==> config.mk <==
export PLATFORM = sky130hd
export DESIGN_NAME = impl_chk_chan
export DESIGN_NICKNAME = d
export VERILOG_FILES = /design/src/rtl/impl_chk_pkg.sv /design/src/rtl/impl_chk_chan.sv
export SDC_FILE = /design/constraint.sdc
export NUM_CORES = 1
export LEC_CHECK = 0
export CAP_MARGIN = 20
export CORE_UTILIZATION = 50
export DETAILED_ROUTE_END_ITERATION = 7
export GPL_TIMING_DRIVEN = 0
export PLACE_DENSITY = 0.79
export SETUP_SLACK_MARGIN = 0.1
export SYNTH_ARGS = -nofsm -noshare
export SYNTH_HDL_FRONTEND = slang
export SYNTH_SLANG_ARGS = --single-unit
==> constraint.sdc <==
create_clock -name clk_i -period 3.4 [get_ports clk_i]
set_input_delay 1.02 -clock clk_i [delete_from_list [all_inputs] [get_ports clk_i]]
set_output_delay 1.02 -clock clk_i [all_outputs]
set_load 0.005 [all_outputs]
==> src/rtl/impl_chk_pkg.sv <==
// Shared helpers for the multi-channel implication window checker:
// saturating add, popcount and parameter validation.
package impl_chk_pkg;

    localparam int unsigned MAX_CNT_W = 32;
    localparam int unsigned MAX_WIN   = 64;

    function automatic logic [MAX_CNT_W-1:0] sat_add(
        input logic [MAX_CNT_W-1:0] cnt,
        input logic [MAX_CNT_W-1:0] inc,
        input int                   width
    );
        logic [MAX_CNT_W:0] sum;
        logic [MAX_CNT_W:0] limit;
        sum   = {1'b0, cnt} + {1'b0, inc};
        limit = '0;
        for (int i = 0; i < MAX_CNT_W; i++) begin
            limit[i] = (i < width);
        end
        return (sum > limit) ? limit[MAX_CNT_W-1:0] : sum[MAX_CNT_W-1:0];
    endfunction

    function automatic logic [MAX_CNT_W-1:0] popcount(input logic [MAX_WIN-1:0] mask);
        logic [MAX_CNT_W-1:0] n;
        n = '0;
        for (int i = 0; i < MAX_WIN; i++) begin
            n = n + MAX_CNT_W'(mask[i]);
        end
        return n;
    endfunction

    // The window must be non-empty, start at or after 0 and fit the popcount mask.
    function automatic bit params_valid(input int nch, input int min_dly,
                                        input int max_dly, input int cnt_w);
        return (nch > 0) && (min_dly >= 0) && (max_dly >= 1) && (max_dly >= min_dly) &&
               (max_dly < MAX_WIN) && (cnt_w >= 1) && (cnt_w <= MAX_CNT_W);
    endfunction

endpackage

==> src/rtl/impl_chk_chan.sv <==
// One channel of the checker: pending-attempt shift vector, pass/fail
// resolution against the [MIN_DLY:MAX_DLY] window, and saturating counters.
module impl_chk_chan
    import impl_chk_pkg::*;
#(
    parameter int MIN_DLY = 1,
    parameter int MAX_DLY = 3,
    parameter int CNT_W   = 16
) (
    input  logic             clk_i,
    input  logic             rst_ni,
    input  logic             clr_i,
    input  logic             a_i,
    input  logic             b_i,
    output logic             pass_pulse_o,
    output logic             fail_pulse_o,
    output logic             fail_now_o,
    output logic [CNT_W-1:0] pass_cnt_o,
    output logic [CNT_W-1:0] fail_cnt_o
);

    logic [MAX_DLY:1] pend_q, pend_d;
    logic [MAX_DLY:0] age;
    logic [MAX_DLY:0] passVec;
    logic             failNow;
    logic             passPulse_q, passPulse_d;
    logic             failPulse_q, failPulse_d;
    logic [CNT_W-1:0] passCnt_q, passCnt_d;
    logic [CNT_W-1:0] failCnt_q, failCnt_d;

    // age[0] is the attempt launched this edge; every attempt inside the window passes on b.
    always_comb begin
        age     = {pend_q, a_i};
        passVec = '0;
        for (int k = 0; k <= MAX_DLY; k++) begin
            passVec[k] = b_i && age[k] && (k >= MIN_DLY);
        end
        failNow = age[MAX_DLY] && !passVec[MAX_DLY];

        pend_d      = '0;
        passPulse_d = 1'b0;
        failPulse_d = 1'b0;
        passCnt_d   = '0;
        failCnt_d   = '0;
        if (!clr_i) begin
            pend_d      = age[MAX_DLY-1:0] & ~passVec[MAX_DLY-1:0];
            passPulse_d = |passVec;
            failPulse_d = failNow;
            passCnt_d   = CNT_W'(sat_add(MAX_CNT_W'(passCnt_q),
                                         popcount(MAX_WIN'(passVec)), CNT_W));
            failCnt_d   = CNT_W'(sat_add(MAX_CNT_W'(failCnt_q),
                                         MAX_CNT_W'(failNow), CNT_W));
        end
    end

    always_ff @(posedge clk_i or negedge rst_ni) begin
        if (!rst_ni) begin
            pend_q      <= '0;
            passPulse_q <= 1'b0;
            failPulse_q <= 1'b0;
            passCnt_q   <= '0;
            failCnt_q   <= '0;
        end else begin
            pend_q      <= pend_d;
            passPulse_q <= passPulse_d;
            failPulse_q <= failPulse_d;
            passCnt_q   <= passCnt_d;
            failCnt_q   <= failCnt_d;
        end
    end

    assign fail_now_o   = failNow && !clr_i;
    assign pass_pulse_o = passPulse_q;
    assign fail_pulse_o = failPulse_q;
    assign pass_cnt_o   = passCnt_q;
    assign fail_cnt_o   = failCnt_q;

endmodule

---- Yosys cells after proc, flatten, opt, wreduce, memory -nomap -nowiden ----
Cells that the tools add are included.
word-level totals
  bits in registers ....................... 37
  latch bits .............................. 0
  RAM bits ................................ 0
  bits in read-only memories .............. 0
  input bits .............................. 5
  output and inout port bits .............. 35
  word-level logic and storage cells ...... 28
  memories ................................ 0
operators by class
  $add $sub $neg .......................... 4
  $mul .................................... 0
  div/mod/pow operators ................... 0
  order comparisons ....................... 2
  equality and inequality tests ........... 0
  shifts and indexed selects .............. 0
  muxes and demuxes ....................... 7
  bitwise gates (word level) .............. 2
  reductions and logical operators ........ 8
operators with widths
  cell                                                              number
  two-way mux 16 bit                                                4
  greater-than comparator 17 x 16 -> 1 bit (second input constant)  2
  adder 16 x 1 -> 17 bit                                            1
  adder 16 x 3 -> 17 bit                                            1
  logical AND 1 bit                                                 5
  adder 2 x 1 -> 3 bit                                              1
  AND 3 bit                                                         1
  two-way mux 3 bit                                                 1
  NOT 3 bit                                                         1
  OR reduction 3 bit                                                1
  adder 1 x 1 -> 2 bit                                              1
  logical NOT 1 bit                                                 2
  two-way mux 1 bit                                                 2

---- Depth between registers and ports, before layout ----
  depth in word-level cells ............... 7
  gate-level depth with buffers ........... 9
  depth with buffers taken out ............ 9

---- Worst setup path before layout ----
OpenSTA, ideal clock, no wires.
  path type ............................... input to register
  start ................................... in b_i
  end ..................................... reg passCnt_q[6], in the netlist pass_cnt_o[6]
  setup time .............................. 78 ps
  arrival time ............................ 3,085 ps
  data required time ...................... 3,322 ps
  path slack .............................. 237 ps
  cell stages on the path ................. 9
  buffers on the path ..................... 0
  cell sequence ........................... and2_1 > fa_1 > ha_1 > inv_1 > fa_1 > and4b_1 > a21oi_1 > or2_2 > a21oi_1
on the way
  cells in the longest elaborated chain, start to end .. 7
  elaborated cells on any way between the ends .. 9
  classes of those cells .................. 3 x add/sub; 1 x order compare; 2 x mux; 3 x reduce/logical
ends and longest elaborated chain
  element                                   RTL line             RTL
  from (decl)                               impl_chk_chan.sv:14  input logic b_i,
  logical AND 1 bit                         impl_chk_chan.sv:36  passVec[k] = b_i && age[k] && (k >= MIN_DLY);
  adder 1 x 1 -> 2 bit                      impl_chk_pkg.sv:27   n = n + MAX_CNT_W'(mask[i]);
  adder 2 x 1 -> 3 bit *                    impl_chk_pkg.sv:27
  adder 16 x 3 -> 17 bit *                  impl_chk_pkg.sv:15   sum = {1'b0, cnt} + {1'b0, inc};
  greater-than comparator 17 x 16 -> 1 bit  impl_chk_pkg.sv:20   return (sum > limit) ? limit[MAX_CNT_W-1:0] : sum[MAX_CNT_W-1:0];
  two-way mux 16 bit *                      impl_chk_pkg.sv:20
  two-way mux 16 bit *                      impl_chk_chan.sv:45  if (!clr_i) begin
  named net passCnt_d[6]                    impl_chk_chan.sv:28  logic [CNT_W-1:0] passCnt_q, passCnt_d;
  to (signal assigned)                      impl_chk_chan.sv:67  passCnt_q <= passCnt_d;
  to (decl)                                 impl_chk_chan.sv:28
Mark *: on every way through the listed nets, which the timed path passes. The rest lies on a longest branch.

---- Worst setup path after layout ----
Ends and elaborated chain as after synthesis.

==> metrics.csv <==
metric;value;unit
Sw Share;23.1;%
routed vias;1602;
Max Freq;307;MHz
first-pass GRT wire length;7450;µm
row cnt;21;
crit path time final;3260;ps
CP cell instances;clkdlybuf4s15_1, and2_4, fa_1, ha_2, inv_1, fa_2, and4b_2, a21oi_1, or2_2, a21oi_2;
Clk pwr share;38.3;%
top post-synthesis cells by count;dfrtp_1, a21oi_1, xnor2_1;
fin crit share;95.9;%
Sink Count;37;
CP top delay family;adder cells;
Longest Clk Path Bufs;2;
Pint;0.000596;W
Power Total;0.000775;W
Synth Register Bits;37;
Starting Density;54.2;%
antenna viol nets, final;0;
largest net degree at the start of global routing;38;
core footprint;0.00344;mm²
initial antenna violation count;0;
endpoint class of the critical path;flop;
Final Worst Setup Slack;141;ps
Total GRT Usage;24.3;%
net count after synthesis;195;
clock latency on the worst-skew pair;290;ps
Synth top area share;49.6;%
layout cells sized above 1;11.5;%
Hold Slack;483;ps
crit path DAT;3470;ps
Buf+Inv Stages, Crit Path;2;
Clock Skew;7.74;ps
largest cells by area after synthesis;dfrtp_1, a21oi_1, xnor2_1;
most numerous cell in the Yosys netlist;dfrtp_1;
peak supply drop;252;µV
Layout Utilization;70.8;%
ys flop type;dfrtp_1;
Yosys cell types;28;
WHS Path Cells;1;
Crit path depth;10;
Worst-path clk slew;70;ps
Comb pwr share;4.3;%
RSZ-0062 raised after global routing;no;
chip height;63.1;µm
Leak;0.934;nW
Inserted Diodes;0;
path depth of the worst reg2reg path;9;
# Max-Cap Violations;0;
Req. time, crit path;3610;ps
design area;0.00244;mm²
Hold Path Class;reg2reg;
Post-synth EDFFs;0;
H-tree levels;2;
Fillers;272;
Post-Syn Area;0.00187;mm²
Final Max Tran Viols;0;
Iter 0 DRT Violations;95;
drt drc;0;
NetSw;0.000179;W
GRT overflow;0;
DPL Wire Length;2930;µm
Wirelength per Cell;15.7;µm
mean area per synthesized cell;10.1;µm²
Max FO, Critical Path;5;
Die ar.;0.00398;mm²
status;completed;
Critical-path top delay cell;fa_1;
Pwr per Cell Area;318;mW/mm²
Critical Path Source Type;input pin;
I/O pin cnt;40;
biggest area consumer among synthesized cells;dfrtp_1;
CTS root buf;clkbuf_8;
Synth Instances;184;
Layout Area Growth over Synthesis;30.7;%
TritonCTS clock tree;yes;
vias per cell;5.72;
Place WS;-548;ps
Hold Vio Cnt, Final;0;
sequential share of power;57.4;%
placer congestion estimate;0.900;
Pre-antenna DRT Iters;4;
DP Area;0.00230;mm²
CTS Buf Count;5;
fin nets;244;
DRT Wirelength;4390;µm
Die W;63.1;µm
sequential share of the synthesized area;49.6;%
Ys Warns;0;
slew of the pin with the lowest slew margin;808;ps
vias in the first global route;1588;
Post-synth ARST share;100;%
Setup-failing EPs final;0;
Worst path max stage delay;540;ps
number of hold buffers added after cts;0;
Slew headroom;46.1;%
I/O Buffers;38;
Crit Path Category;in2reg;
## sequential cells by signal (all words and copies together) (netlist names)
name	cells
fail_cnt_o	16
pass_cnt_o	16
pend_q	3
pass_pulse_o	1
fail_pulse_o	1
## path summary, 6_finish.rpt
kind	from	slack (ps)	endpoint
worst max-delay path	b_i	140	pass_cnt_o[6]
worst min-delay path	pend_q[1]	480	pend_q[2]
worst max register to register	pend_q[3]	700	pass_cnt_o[6]
worst min register to register	pend_q[1]	480	pend_q[2]
max in group asynchronous	rst_ni	2070	pass_cnt_o[2]
min in group asynchronous	rst_ni	820	fail_cnt_o[14]
## per-stage QoR
step | setup TNS, ps | cells
detailed placement | -6860 | 268
global placement | -5470 | 268
floorplan | 0 | 184
CTS | 0 | 279
global route | 0 | 280
finish | 0 | 280
## logic make-up (layout without fill, tap and decap cells)
kind of cell,count (synthesis),after routing,share of synthesized area [%]
DFF,37,37,49.6
buffers and inverters,11,61,2.28
xor gates and xnor gates,21,21,9.86
and+or+nand+nor,70,70,21.9
AOI/OAI and AO/OA,39,39,11.5
adders and majority gates,6,6,4.83
## layout make-up
type / count / area (µm²) / share of cell area, %
plain buffers: 5 / 20.0 / 0.821
clock buffers: 6 / 72.6 / 2.98
clock inverters: 2 / 10.0 / 0.410
inverters: 6 / 22.5 / 0.924
multi-input cells: 136 / 925 / 37.9
flip-flops and latches: 37 / 926 / 38.0
well taps: 46 / 57.6 / 2.36
repair buffers: 42 / 405 / 16.6
## layout by cell type (no fill, tap or decap), types with 2 or more instances in the layout
cell	n
xnor2_1	16
and4b_1	2
clkbuf_8	5
clkinv_2	2
a31oi_1	3
nor3_1	8
or2_2	2
ha_1	3
clkbuf_1	5
clkdlybuf4s50_1	36
nor4_1	5
a21oi_1	30
and2_1	7
buf_2	2
xor2_1	5
nand4_1	4
nor2b_1	3
inv_1	6
buf_4	4
a311oi_1	2
nand2_1	9
nor4_2	3
and2_4	2
nand3_1	9
a211oi_1	3
dfrtp_1	37
nor2_1	10
## power groups by stage
| stage | sequential [W] | clock (W) | combinational, W |
|---|---|---|---|
| after floorplan | 0.000453 | 0 | 0.0000120 |
| after global routing | 0.000445 | 0.000325 | 0.0000378 |
| after CTS | 0.000445 | 0.000306 | 0.0000339 |
| after detailed placement | 0.000453 | 0 | 0.0000332 |
| after global placement | 0.000453 | 0 | 0.0000319 |
| final | 0.000445 | 0.000297 | 0.0000333 |
## what timing repair did
item / 4_1_cts / 5_1_grt
buffers inserted: 3 / 1
gates cloned: 0 / 0
pin swaps: 2 / 3
gates resized for setup: 5 / 5
setup endpoints to repair: 17 / 10
## routing by layer
| layer | track usage, % | wire length [µm] | vias up |
|---|---|---|---|
| met3 | 5.43 | 226 | 11 |
| li1 | - | - | 756 |
| met2 | 41.1 | 2200 | 53 |
| met1 | 30.0 | 1870 | 782 |
| met4 | 9.30 | 96 | 0 |
| met5 | 0 | 0 | - |
(Power assumes the default switching activity.)
